**config.mk**
```make
export PLATFORM = sky130hd
export DESIGN_NAME = bp_be_issue_ckpt_fifo_flat
export DESIGN_NICKNAME = d
export VERILOG_FILES = /design/src/rtl/bp_be_issue_ckpt_fifo_pkg.sv /design/src/rtl/bp_be_issue_ckpt_fifo_if.sv /design/src/rtl/bp_be_issue_ckpt_fifo_predecode.sv /design/src/rtl/bp_be_issue_ckpt_fifo.sv /design/src/flat_wrapper.sv
export SDC_FILE = /design/constraint.sdc
export NUM_CORES = 1
export LEC_CHECK = 0
export ABC_AREA = 1
export BUFFER_PORTS_ARGS = -buffer_cell sky130_fd_sc_hd__buf_4
export CAP_MARGIN = 40
export CORE_UTILIZATION = 59
export CTS_CLUSTER_SIZE = 12
export DETAILED_ROUTE_END_ITERATION = 10
export GPL_ROUTABILITY_DRIVEN = 0
export PLACE_DENSITY = 0.78
export REMOVE_ABC_BUFFERS = 1
export SETUP_SLACK_MARGIN = 0.5
export SYNTH_ARGS = -nofsm -noshare
export SYNTH_HDL_FRONTEND = slang
export SYNTH_HIERARCHICAL = 1
export SYNTH_SLANG_ARGS = --single-unit
```
**constraint.sdc**
```tcl
create_clock -name clk_i -period 17.6 [get_ports clk_i]
set_input_delay 3.52 -clock clk_i [delete_from_list [all_inputs] [get_ports clk_i]]
set_output_delay 3.52 -clock clk_i [all_outputs]
set_load 0.05 [all_outputs]
```
**src/rtl/bp_be_issue_ckpt_fifo_pkg.sv**
```systemverilog
// Shared types and constants for the BE issue checkpoint FIFO: FE queue message
// layout, predecoded issue packet, and the RISC-V major opcodes the predecoder inspects.
package bp_be_issue_ckpt_fifo_pkg;

  localparam int unsigned vaddr_width_p               = 39;
  localparam int unsigned branch_metadata_fwd_width_p = 16;
  localparam int unsigned instr_width_gp              = 32;
  localparam int unsigned reg_addr_width_gp           = 5;

  typedef enum logic [0:0] {
    e_fe_fetch     = 1'b0,
    e_fe_exception = 1'b1
  } bp_fe_queue_type_e;

  typedef enum logic [1:0] {
    e_instr_misaligned   = 2'd0,
    e_instr_access_fault = 2'd1,
    e_instr_page_fault   = 2'd2,
    e_itlb_miss          = 2'd3
  } bp_fe_exception_e;

  typedef struct packed {
    bp_fe_queue_type_e                      msg_type;
    bp_fe_exception_e                       exc;
    logic [vaddr_width_p-1:0]               pc;
    logic [instr_width_gp-1:0]              instr;
    logic [branch_metadata_fwd_width_p-1:0] branch_metadata_fwd;
  } bp_fe_queue_s;

  localparam int unsigned fe_queue_width_lp = $bits(bp_fe_queue_s);

  typedef struct packed {
    logic [reg_addr_width_gp-1:0] rs1_addr;
    logic [reg_addr_width_gp-1:0] rs2_addr;
    logic [reg_addr_width_gp-1:0] rs3_addr;
    logic [reg_addr_width_gp-1:0] rd_addr;
    logic                         irs1_v;
    logic                         irs2_v;
    logic                         frs1_v;
    logic                         frs2_v;
    logic                         frs3_v;
    logic                         fence_v;
    logic                         csr_w_v;
    logic                         mem_v;
    logic                         long_v;
  } bp_be_issue_pkt_s;

  localparam int unsigned issue_pkt_width_lp = $bits(bp_be_issue_pkt_s);

  localparam logic [6:0] opcode_load_gp     = 7'b0000011;
  localparam logic [6:0] opcode_load_fp_gp  = 7'b0000111;
  localparam logic [6:0] opcode_misc_mem_gp = 7'b0001111;
  localparam logic [6:0] opcode_op_imm_gp   = 7'b0010011;
  localparam logic [6:0] opcode_op_imm32_gp = 7'b0011011;
  localparam logic [6:0] opcode_store_gp    = 7'b0100011;
  localparam logic [6:0] opcode_store_fp_gp = 7'b0100111;
  localparam logic [6:0] opcode_amo_gp      = 7'b0101111;
  localparam logic [6:0] opcode_op_gp       = 7'b0110011;
  localparam logic [6:0] opcode_op32_gp     = 7'b0111011;
  localparam logic [6:0] opcode_fmadd_gp    = 7'b1000011;
  localparam logic [6:0] opcode_fmsub_gp    = 7'b1000111;
  localparam logic [6:0] opcode_fnmsub_gp   = 7'b1001011;
  localparam logic [6:0] opcode_fnmadd_gp   = 7'b1001111;
  localparam logic [6:0] opcode_op_fp_gp    = 7'b1010011;
  localparam logic [6:0] opcode_branch_gp   = 7'b1100011;
  localparam logic [6:0] opcode_jalr_gp     = 7'b1100111;
  localparam logic [6:0] opcode_system_gp   = 7'b1110011;

  localparam logic [6:0] funct7_muldiv_gp = 7'b0000001;

  // OP-FP funct5 groups
  localparam logic [4:0] fp_f5_add_gp    = 5'h00;
  localparam logic [4:0] fp_f5_sub_gp    = 5'h01;
  localparam logic [4:0] fp_f5_mul_gp    = 5'h02;
  localparam logic [4:0] fp_f5_div_gp    = 5'h03;
  localparam logic [4:0] fp_f5_sgnj_gp   = 5'h04;
  localparam logic [4:0] fp_f5_minmax_gp = 5'h05;
  localparam logic [4:0] fp_f5_cvtff_gp  = 5'h08;
  localparam logic [4:0] fp_f5_sqrt_gp   = 5'h0b;
  localparam logic [4:0] fp_f5_cmp_gp    = 5'h14;
  localparam logic [4:0] fp_f5_cvtfi_gp  = 5'h18;
  localparam logic [4:0] fp_f5_cvtif_gp  = 5'h1a;
  localparam logic [4:0] fp_f5_mvxf_gp   = 5'h1c;
  localparam logic [4:0] fp_f5_mvfx_gp   = 5'h1e;

endpackage

```
**src/rtl/bp_be_issue_ckpt_fifo_if.sv**
```systemverilog
// FE-queue / scheduler bundle for the issue checkpoint FIFO; signal names are
// from the FIFO's point of view.
interface bp_be_issue_ckpt_fifo_if;
  import bp_be_issue_ckpt_fifo_pkg::*;

  bp_fe_queue_s     fe_queue_i;
  logic             fe_queue_v_i;
  logic             fe_queue_ready_o;
  bp_fe_queue_s     fe_queue_o;
  logic             fe_queue_v_o;
  logic             fe_queue_yumi_i;
  bp_be_issue_pkt_s preissue_pkt_o;
  bp_be_issue_pkt_s issue_pkt_o;
  logic             clr_v_i;
  logic             deq_v_i;
  logic             roll_v_i;

  modport slave (
    input  fe_queue_i, fe_queue_v_i, fe_queue_yumi_i, clr_v_i, deq_v_i, roll_v_i,
    output fe_queue_ready_o, fe_queue_o, fe_queue_v_o, preissue_pkt_o, issue_pkt_o
  );

  modport master (
    output fe_queue_i, fe_queue_v_i, fe_queue_yumi_i, clr_v_i, deq_v_i, roll_v_i,
    input  fe_queue_ready_o, fe_queue_o, fe_queue_v_o, preissue_pkt_o, issue_pkt_o
  );

endinterface

```
**src/rtl/bp_be_issue_ckpt_fifo_predecode.sv**
```systemverilog
// Combinational predecode of one instruction into register-read and class flags.
// Non-fetch messages produce an all-zero packet.
module bp_be_issue_ckpt_fifo_predecode
  import bp_be_issue_ckpt_fifo_pkg::*;
(
  input  logic                      fetch_v_i,
  input  logic [instr_width_gp-1:0] instr_i,
  output bp_be_issue_pkt_s          issue_pkt_o
);

  logic [6:0] opcode;
  logic [2:0] funct3;
  logic [4:0] funct5;
  logic [6:0] funct7;

  assign opcode = instr_i[6:0];
  assign funct3 = instr_i[14:12];
  assign funct5 = instr_i[31:27];
  assign funct7 = instr_i[31:25];

  always_comb begin
    issue_pkt_o = '0;
    if (fetch_v_i) begin
      issue_pkt_o.rs1_addr = instr_i[19:15];
      issue_pkt_o.rs2_addr = instr_i[24:20];
      issue_pkt_o.rs3_addr = instr_i[31:27];
      issue_pkt_o.rd_addr  = instr_i[11:7];
      case (opcode)
        opcode_op_gp, opcode_op32_gp: begin
          issue_pkt_o.irs1_v = 1'b1;
          issue_pkt_o.irs2_v = 1'b1;
          issue_pkt_o.long_v = (funct7 == funct7_muldiv_gp);
        end
        opcode_op_imm_gp, opcode_op_imm32_gp, opcode_jalr_gp: begin
          issue_pkt_o.irs1_v = 1'b1;
        end
        opcode_load_gp: begin
          issue_pkt_o.irs1_v = 1'b1;
          issue_pkt_o.mem_v  = 1'b1;
        end
        opcode_store_gp, opcode_amo_gp: begin
          issue_pkt_o.irs1_v = 1'b1;
          issue_pkt_o.irs2_v = 1'b1;
          issue_pkt_o.mem_v  = 1'b1;
        end
        opcode_branch_gp: begin
          issue_pkt_o.irs1_v = 1'b1;
          issue_pkt_o.irs2_v = 1'b1;
        end
        opcode_load_fp_gp: begin
          issue_pkt_o.irs1_v = 1'b1;
          issue_pkt_o.mem_v  = 1'b1;
        end
        opcode_store_fp_gp: begin
          issue_pkt_o.irs1_v = 1'b1;
          issue_pkt_o.frs2_v = 1'b1;
          issue_pkt_o.mem_v  = 1'b1;
        end
        opcode_fmadd_gp, opcode_fmsub_gp, opcode_fnmsub_gp, opcode_fnmadd_gp: begin
          issue_pkt_o.frs1_v = 1'b1;
          issue_pkt_o.frs2_v = 1'b1;
          issue_pkt_o.frs3_v = 1'b1;
        end
        opcode_misc_mem_gp: begin
          issue_pkt_o.fence_v = 1'b1;
        end
        opcode_system_gp: begin
          // funct3 0 is ECALL/EBREAK/xRET; only the register CSR forms read rs1
          issue_pkt_o.csr_w_v = (funct3 != 3'b000);
          issue_pkt_o.irs1_v  = (funct3 == 3'b001) || (funct3 == 3'b010) || (funct3 == 3'b011);
        end
        opcode_op_fp_gp: begin
          case (funct5)
            fp_f5_add_gp, fp_f5_sub_gp, fp_f5_mul_gp, fp_f5_sgnj_gp, fp_f5_minmax_gp,
            fp_f5_cmp_gp: begin
              issue_pkt_o.frs1_v = 1'b1;
              issue_pkt_o.frs2_v = 1'b1;
            end
            fp_f5_div_gp: begin
              issue_pkt_o.frs1_v = 1'b1;
              issue_pkt_o.frs2_v = 1'b1;
              issue_pkt_o.long_v = 1'b1;
            end
            fp_f5_sqrt_gp: begin
              issue_pkt_o.frs1_v = 1'b1;
              issue_pkt_o.long_v = 1'b1;
            end
            fp_f5_cvtff_gp, fp_f5_cvtfi_gp, fp_f5_mvxf_gp: begin
              issue_pkt_o.frs1_v = 1'b1;
            end
            fp_f5_cvtif_gp, fp_f5_mvfx_gp: begin
              issue_pkt_o.irs1_v = 1'b1;
            end
            default: ;
          endcase
        end
        default: ;
      endcase
    end
  end

endmodule

```
**src/rtl/bp_be_issue_ckpt_fifo.sv**
```systemverilog
// Checkpointed FE->BE queue: speculative read pointer for issue, commit pointer for
// retire, rollback/clear support, and one-cycle-early predecode for register reads.
module bp_be_issue_ckpt_fifo
  import bp_be_issue_ckpt_fifo_pkg::*;
#(
  parameter int unsigned els_p = 8
) (
  input  logic                    clk_i,
  input  logic                    reset_i,
  bp_be_issue_ckpt_fifo_if.slave  fifo_io
);

  localparam int unsigned addr_width_lp = (els_p > 1) ? $clog2(els_p) : 1;
  localparam int unsigned ptr_width_lp  = addr_width_lp + 1;

  typedef logic [ptr_width_lp-1:0] ptr_t;

  typedef struct packed {
    bp_fe_queue_s     msg;
    bp_be_issue_pkt_s pkt;
  } entry_s;

  ptr_t wptr_q, wptr_d;
  ptr_t rptr_q, rptr_d;
  ptr_t cptr_q, cptr_d;

  entry_s           mem_q [els_p];
  bp_be_issue_pkt_s enq_pkt;
  bp_be_issue_pkt_s byp_pkt;
  bp_be_issue_pkt_s preissue_pkt;
  bp_be_issue_pkt_s issue_pkt_q;

  logic full;
  logic enq;
  logic enq_write;

  // Wrap bit distinguishes full from empty when the index bits match
  assign full = (wptr_q[ptr_width_lp-1] != cptr_q[ptr_width_lp-1])
             && (wptr_q[addr_width_lp-1:0] == cptr_q[addr_width_lp-1:0]);

  assign enq       = fifo_io.fe_queue_v_i & ~full;
  assign enq_write = enq & ~fifo_io.clr_v_i;

  bp_be_issue_ckpt_fifo_predecode u_enq_predecode (
    .fetch_v_i   (fifo_io.fe_queue_i.msg_type == e_fe_fetch),
    .instr_i     (fifo_io.fe_queue_i.instr),
    .issue_pkt_o (enq_pkt)
  );

  // Separate copy on the bypass path keeps it off the storage write fanout
  bp_be_issue_ckpt_fifo_predecode u_byp_predecode (
    .fetch_v_i   (fifo_io.fe_queue_i.msg_type == e_fe_fetch),
    .instr_i     (fifo_io.fe_queue_i.instr),
    .issue_pkt_o (byp_pkt)
  );

  always_comb begin
    cptr_d = cptr_q + ptr_t'(fifo_io.deq_v_i);
    wptr_d = wptr_q + ptr_t'(enq);
    rptr_d = rptr_q + ptr_t'(fifo_io.fe_queue_yumi_i);
    if (fifo_io.clr_v_i) begin
      wptr_d = cptr_d;
      rptr_d = cptr_d;
    end else if (fifo_io.roll_v_i) begin
      rptr_d = cptr_d;
    end
  end

  always_comb begin
    preissue_pkt = mem_q[rptr_d[addr_width_lp-1:0]].pkt;
    if (reset_i) begin
      preissue_pkt = '0;
    end else if (enq_write && (rptr_d == wptr_q)) begin
      preissue_pkt = byp_pkt;
    end else if (rptr_d == wptr_d) begin
      preissue_pkt = '0;
    end
  end

  always_ff @(posedge clk_i or posedge reset_i) begin
    if (reset_i) begin
      wptr_q      <= '0;
      rptr_q      <= '0;
      cptr_q      <= '0;
      issue_pkt_q <= '0;
    end else begin
      wptr_q      <= wptr_d;
      rptr_q      <= rptr_d;
      cptr_q      <= cptr_d;
      issue_pkt_q <= preissue_pkt;
    end
  end

  always_ff @(posedge clk_i) begin
    if (enq_write) begin
      mem_q[wptr_q[addr_width_lp-1:0]] <= '{msg: fifo_io.fe_queue_i, pkt: enq_pkt};
    end
  end

  assign fifo_io.fe_queue_ready_o = ~full;
  assign fifo_io.fe_queue_v_o     = (rptr_q != wptr_q);
  assign fifo_io.fe_queue_o       = mem_q[rptr_q[addr_width_lp-1:0]].msg;
  assign fifo_io.preissue_pkt_o   = preissue_pkt;
  assign fifo_io.issue_pkt_o      = issue_pkt_q;

endmodule

```
**src/flat_wrapper.sv**
```systemverilog
// flat-port wrapper written by rule: the top's interface ports become plain ports
module bp_be_issue_ckpt_fifo_flat import bp_be_issue_ckpt_fifo_pkg::*;
#(
  parameter int unsigned els_p = 8
)
  (clk_i, reset_i, fifo_io_fe_queue_i, fifo_io_fe_queue_v_i, fifo_io_fe_queue_yumi_i, fifo_io_clr_v_i, fifo_io_deq_v_i, fifo_io_roll_v_i, fifo_io_fe_queue_ready_o, fifo_io_fe_queue_o, fifo_io_fe_queue_v_o, fifo_io_preissue_pkt_o, fifo_io_issue_pkt_o);
  bp_be_issue_ckpt_fifo_if fifo_io_i ();
  input  logic clk_i;
  input  logic reset_i;
  input wire logic [$bits(fifo_io_i.fe_queue_i)-1:0] fifo_io_fe_queue_i;
  input wire logic [$bits(fifo_io_i.fe_queue_v_i)-1:0] fifo_io_fe_queue_v_i;
  input wire logic [$bits(fifo_io_i.fe_queue_yumi_i)-1:0] fifo_io_fe_queue_yumi_i;
  input wire logic [$bits(fifo_io_i.clr_v_i)-1:0] fifo_io_clr_v_i;
  input wire logic [$bits(fifo_io_i.deq_v_i)-1:0] fifo_io_deq_v_i;
  input wire logic [$bits(fifo_io_i.roll_v_i)-1:0] fifo_io_roll_v_i;
  output wire logic [$bits(fifo_io_i.fe_queue_ready_o)-1:0] fifo_io_fe_queue_ready_o;
  output wire logic [$bits(fifo_io_i.fe_queue_o)-1:0] fifo_io_fe_queue_o;
  output wire logic [$bits(fifo_io_i.fe_queue_v_o)-1:0] fifo_io_fe_queue_v_o;
  output wire logic [$bits(fifo_io_i.preissue_pkt_o)-1:0] fifo_io_preissue_pkt_o;
  output wire logic [$bits(fifo_io_i.issue_pkt_o)-1:0] fifo_io_issue_pkt_o;
  assign fifo_io_i.fe_queue_i = fifo_io_fe_queue_i;
  assign fifo_io_i.fe_queue_v_i = fifo_io_fe_queue_v_i;
  assign fifo_io_i.fe_queue_yumi_i = fifo_io_fe_queue_yumi_i;
  assign fifo_io_i.clr_v_i = fifo_io_clr_v_i;
  assign fifo_io_i.deq_v_i = fifo_io_deq_v_i;
  assign fifo_io_i.roll_v_i = fifo_io_roll_v_i;
  assign fifo_io_fe_queue_ready_o = fifo_io_i.fe_queue_ready_o;
  assign fifo_io_fe_queue_o = fifo_io_i.fe_queue_o;
  assign fifo_io_fe_queue_v_o = fifo_io_i.fe_queue_v_o;
  assign fifo_io_preissue_pkt_o = fifo_io_i.preissue_pkt_o;
  assign fifo_io_issue_pkt_o = fifo_io_i.issue_pkt_o;
  bp_be_issue_ckpt_fifo #(.els_p(els_p)) u_core (.clk_i(clk_i), .reset_i(reset_i), .fifo_io(fifo_io_i));
endmodule
```
==> results.txt <==
Number of max-cap violations: 0
Hold Path Class: flip-flop to flip-flop
Most frequent cells in the layout: 952 x edfxtp_1, 697 x nor2_1, 441 x nand2_1
GR Overflow Total: 0
I/O Buffers: 246
Worst Slack Setup Final: 6998 ps
Syn-to-layout area delta: 14.21%
First-pass GRT wire length: 141300 um
Share of the yosys chip area belonging to registers: 0.7378
Comb pwr share: 0.429
Crit Path Max Fanout: 33
Pwr Total: 8424 uW
#FFs+latches synth: 993
First drt pass iteration count: 6
Die span in y: 262.8 um
CTS root buf: clkbuf_16
Die width: 262.8 um
Crit. End Element: primary output
Switching part of the total: 0.4212
IO Pins: 247
Vias per inst: 5.881
Tightest Pin Transition: 877.3 ps
Cell count after synthesis: 3350
Peak Freq: 94.32 MHz
Max VDD drop: 0.1730 mV
Setup_tns: 0 ps
CTS tree: done
GRT Overall Usage: 0.2660
Clk Latency, worst-skew pair: 640 ps
Mapped cell area: 40140 sq um
Dpl cell area: 42960 sq um
Complex-gate fraction of the synthesized area: 0.07961
Worst slack, placed: 7047 ps
Crit-path slowest cell: inv_2
# fillers: 4644
Post-DRT Antenna Nets: 0
Clk_skew: 24.00 ps
WP data required: 14080 ps
Post-synthesis simple-gate area fraction: 0.1454
Yosys cell types: 33
CTS Buffer Depth: 3
Drt first-iter violations: 2780
Vias post-DR: 26330
Synth warnings: 6
Clock power share: 0.227
Post CTS Setup Buffer Count: 0
Pwr/cell area: 183.8 nW/um^2
Clk sinks: 993
DIE AREA: 69080 sq um
CP max stage delay: 600 ps
Fin crit period: 10600 ps
Sequential power share: 0.344
Slew HR: 0.4138
Initial antenna violation count: 0
Mux share of post-synthesis cell area: 0
Vias in the first global route: 25230
Fin nets: 3647
Wire per inst: 20.70 um
Sw Pwr: 3548 uW
CTS Hold Bufs: 0
Unrepaired setup endpoints after global routing: false
Worst setup path class: input port to primary output
# rows: 95
Largest family of logic cells by synthesized area: simple AND/OR/NAND/NOR gates
Initial Util: 0.5966
Commonest non-fill, non-tap cell in the layout: edfxtp_1
Number of synthesized flops with an enable pin: 952
Final Cell Area: 45840 sq um
H-tree levels: 3
Num CTS Buffers: 98
DRC errors left: 0
Ys flop type: edfxtp_1
Startpoint Class: input port
Leakage: 0.01645 uW
Synth async-reset ratio: 0.04129
Status: finished clean
Antenna Cells: 0
Critical Path AT: 7080 ps
Largest net degree at the start of global routing: 130
Syn Area/Cell: 11.98 sq um
Final number of setup-violating endpoints: 0
Final HPWL DP: 49020 um
P_int: 4876 uW
Hold Fails Final Rpt: 0
Xor/xnor share of the synthesized area: 0.0008728
Detailed Route WL: 92690 um
Worst path cell trace: buf_4 -> ha_1 -> ha_1 -> inv_1 -> nand2_1 -> nand3_1 -> nand2_2 -> buf_4 -> inv_2 -> nand2_1 -> nand2_1 -> nor2_1 -> nand2_1 -> buf_4 -> a21oi_2 -> nor2_2 -> buf_4
Post-cts resize count: 0
Final Cycle Share: 0.6024
Post-Synth Adder-Cell Area: 0.001870
Area of the core: 67280 sq um
Pins Over Slew Limit: 0
CTS clock-pin slew for the worst setup and hold paths: 50 ps
Layout cells sized above 1: 0.1318
[registers in the layout, indices dropped and copies added (netlist names)]
register                    count
u_core/mem_q                  952
u_core/cptr_q                   4
u_core/rptr_q                   4
u_core/fifo_io.issue_pkt_o     29
u_core/wptr_q                   4
[routing by layer]
layer	part of all wire	global-route usage	vias to the layer above
met5	0	0	-
met4	0.022	0.08345	0
met3	0.089	0.04826	161
met2	0.48	0.4371	1252
met1	0.40	0.3643	12650
li1	-	-	12260
[power by group through the flow]
| stage | Sequential, uW | Clock (uW) | Combinational [uW] |
|---|---|---|---|
| finish | 2900 | 1910 | 3610 |
| global route | 2920 | 2030 | 3860 |
| CTS | 2900 | 1940 | 3600 |
| detailed placement | 2950 | 0 | 3580 |
| global placement | 2940 | 0 | 3490 |
| floorplan | 3120 | 0 | 2310 |
[cell usage after synthesis, types with 5 or more instances]
cell type	n	area share
edfxtp_1	952	0.71
nor2_1	708	0.066
nand2_1	442	0.041
o21ai_0	369	0.046
nand3_1	202	0.025
inv_1	117	0.011
clkbuf_1	115	0.011
a31oi_1	90	0.014
o22ai_1	90	0.014
buf_2	54	0.0067
dfrtp_1	41	0.026
nand4_1	36	0.0056
buf_1	28	0.0026
a21oi_1	27	0.0034
a21oi_2	10	0.0022
nor2_2	10	0.0016
nor3_1	8	0.0010
inv_2	7	0.00065
ha_1	6	0.0019
buf_4	5	0.00094
[logic make-up (layout without fill, tap and decap cells)]
group / Yosys count / after routing
simple gates: 1427 / 1427
flops: 993 / 993
compound gates: 586 / 586
buf+inv: 334 / 588
fa+ha+maj: 6 / 6
xor+xnor: 4 / 4
[layout make-up]
cell class | instances | area, sq um | share of cell area
inverter | 127 | 496.7 | 0.01084
timing repair buffer | 301 | 2526 | 0.05511
clock buffer | 142 | 2743 | 0.05983
clock inverter | 18 | 141.4 | 0.003084
multi-input combinational | 2023 | 9223 | 0.2012
sequential | 993 | 29620 | 0.6461
tap | 873 | 1092 | 0.02383
[worst max-delay path: cells and delay by family]
family,cells,cell delay [ps]
buffers and inverters,6,1730
and+or+nand+nor,8,1260
adders and majority gates,2,410
AOI/OAI and AO/OA,1,110
[path summary, 6_finish.rpt]
path,cells after the start,slack (ps),endpoint,from
setup / recovery,17,7000,fifo_io_preissue_pkt_o[24],fifo_io_deq_v_i
hold / removal,2,560,u_core/cptr_q[3],u_core/cptr_q[3]
setup reg to reg,15,12940,u_core/fifo_io.issue_pkt_o[24],u_core/rptr_q[0]
hold reg to reg,2,560,u_core/cptr_q[3],u_core/cptr_q[3]
max in group asynchronous,3,13550,u_core/rptr_q[1],reset_i
min in group asynchronous,2,3010,u_core/fifo_io.issue_pkt_o[1],reset_i
[metrics by stage]
stage	utilization	std cells	hold slack [ps]
6_report	0.6814	4477	556.4
5_1_grt	0.6814	4477	599.9
4_1_cts	0.6814	4477	566.1
3_5_place_dp	0.6385	4317	551.0
3_3_place_gp	0.6331	4302	551.5
2_1_floorplan	-	3143	509.1
(Power assumes the default switching activity.)
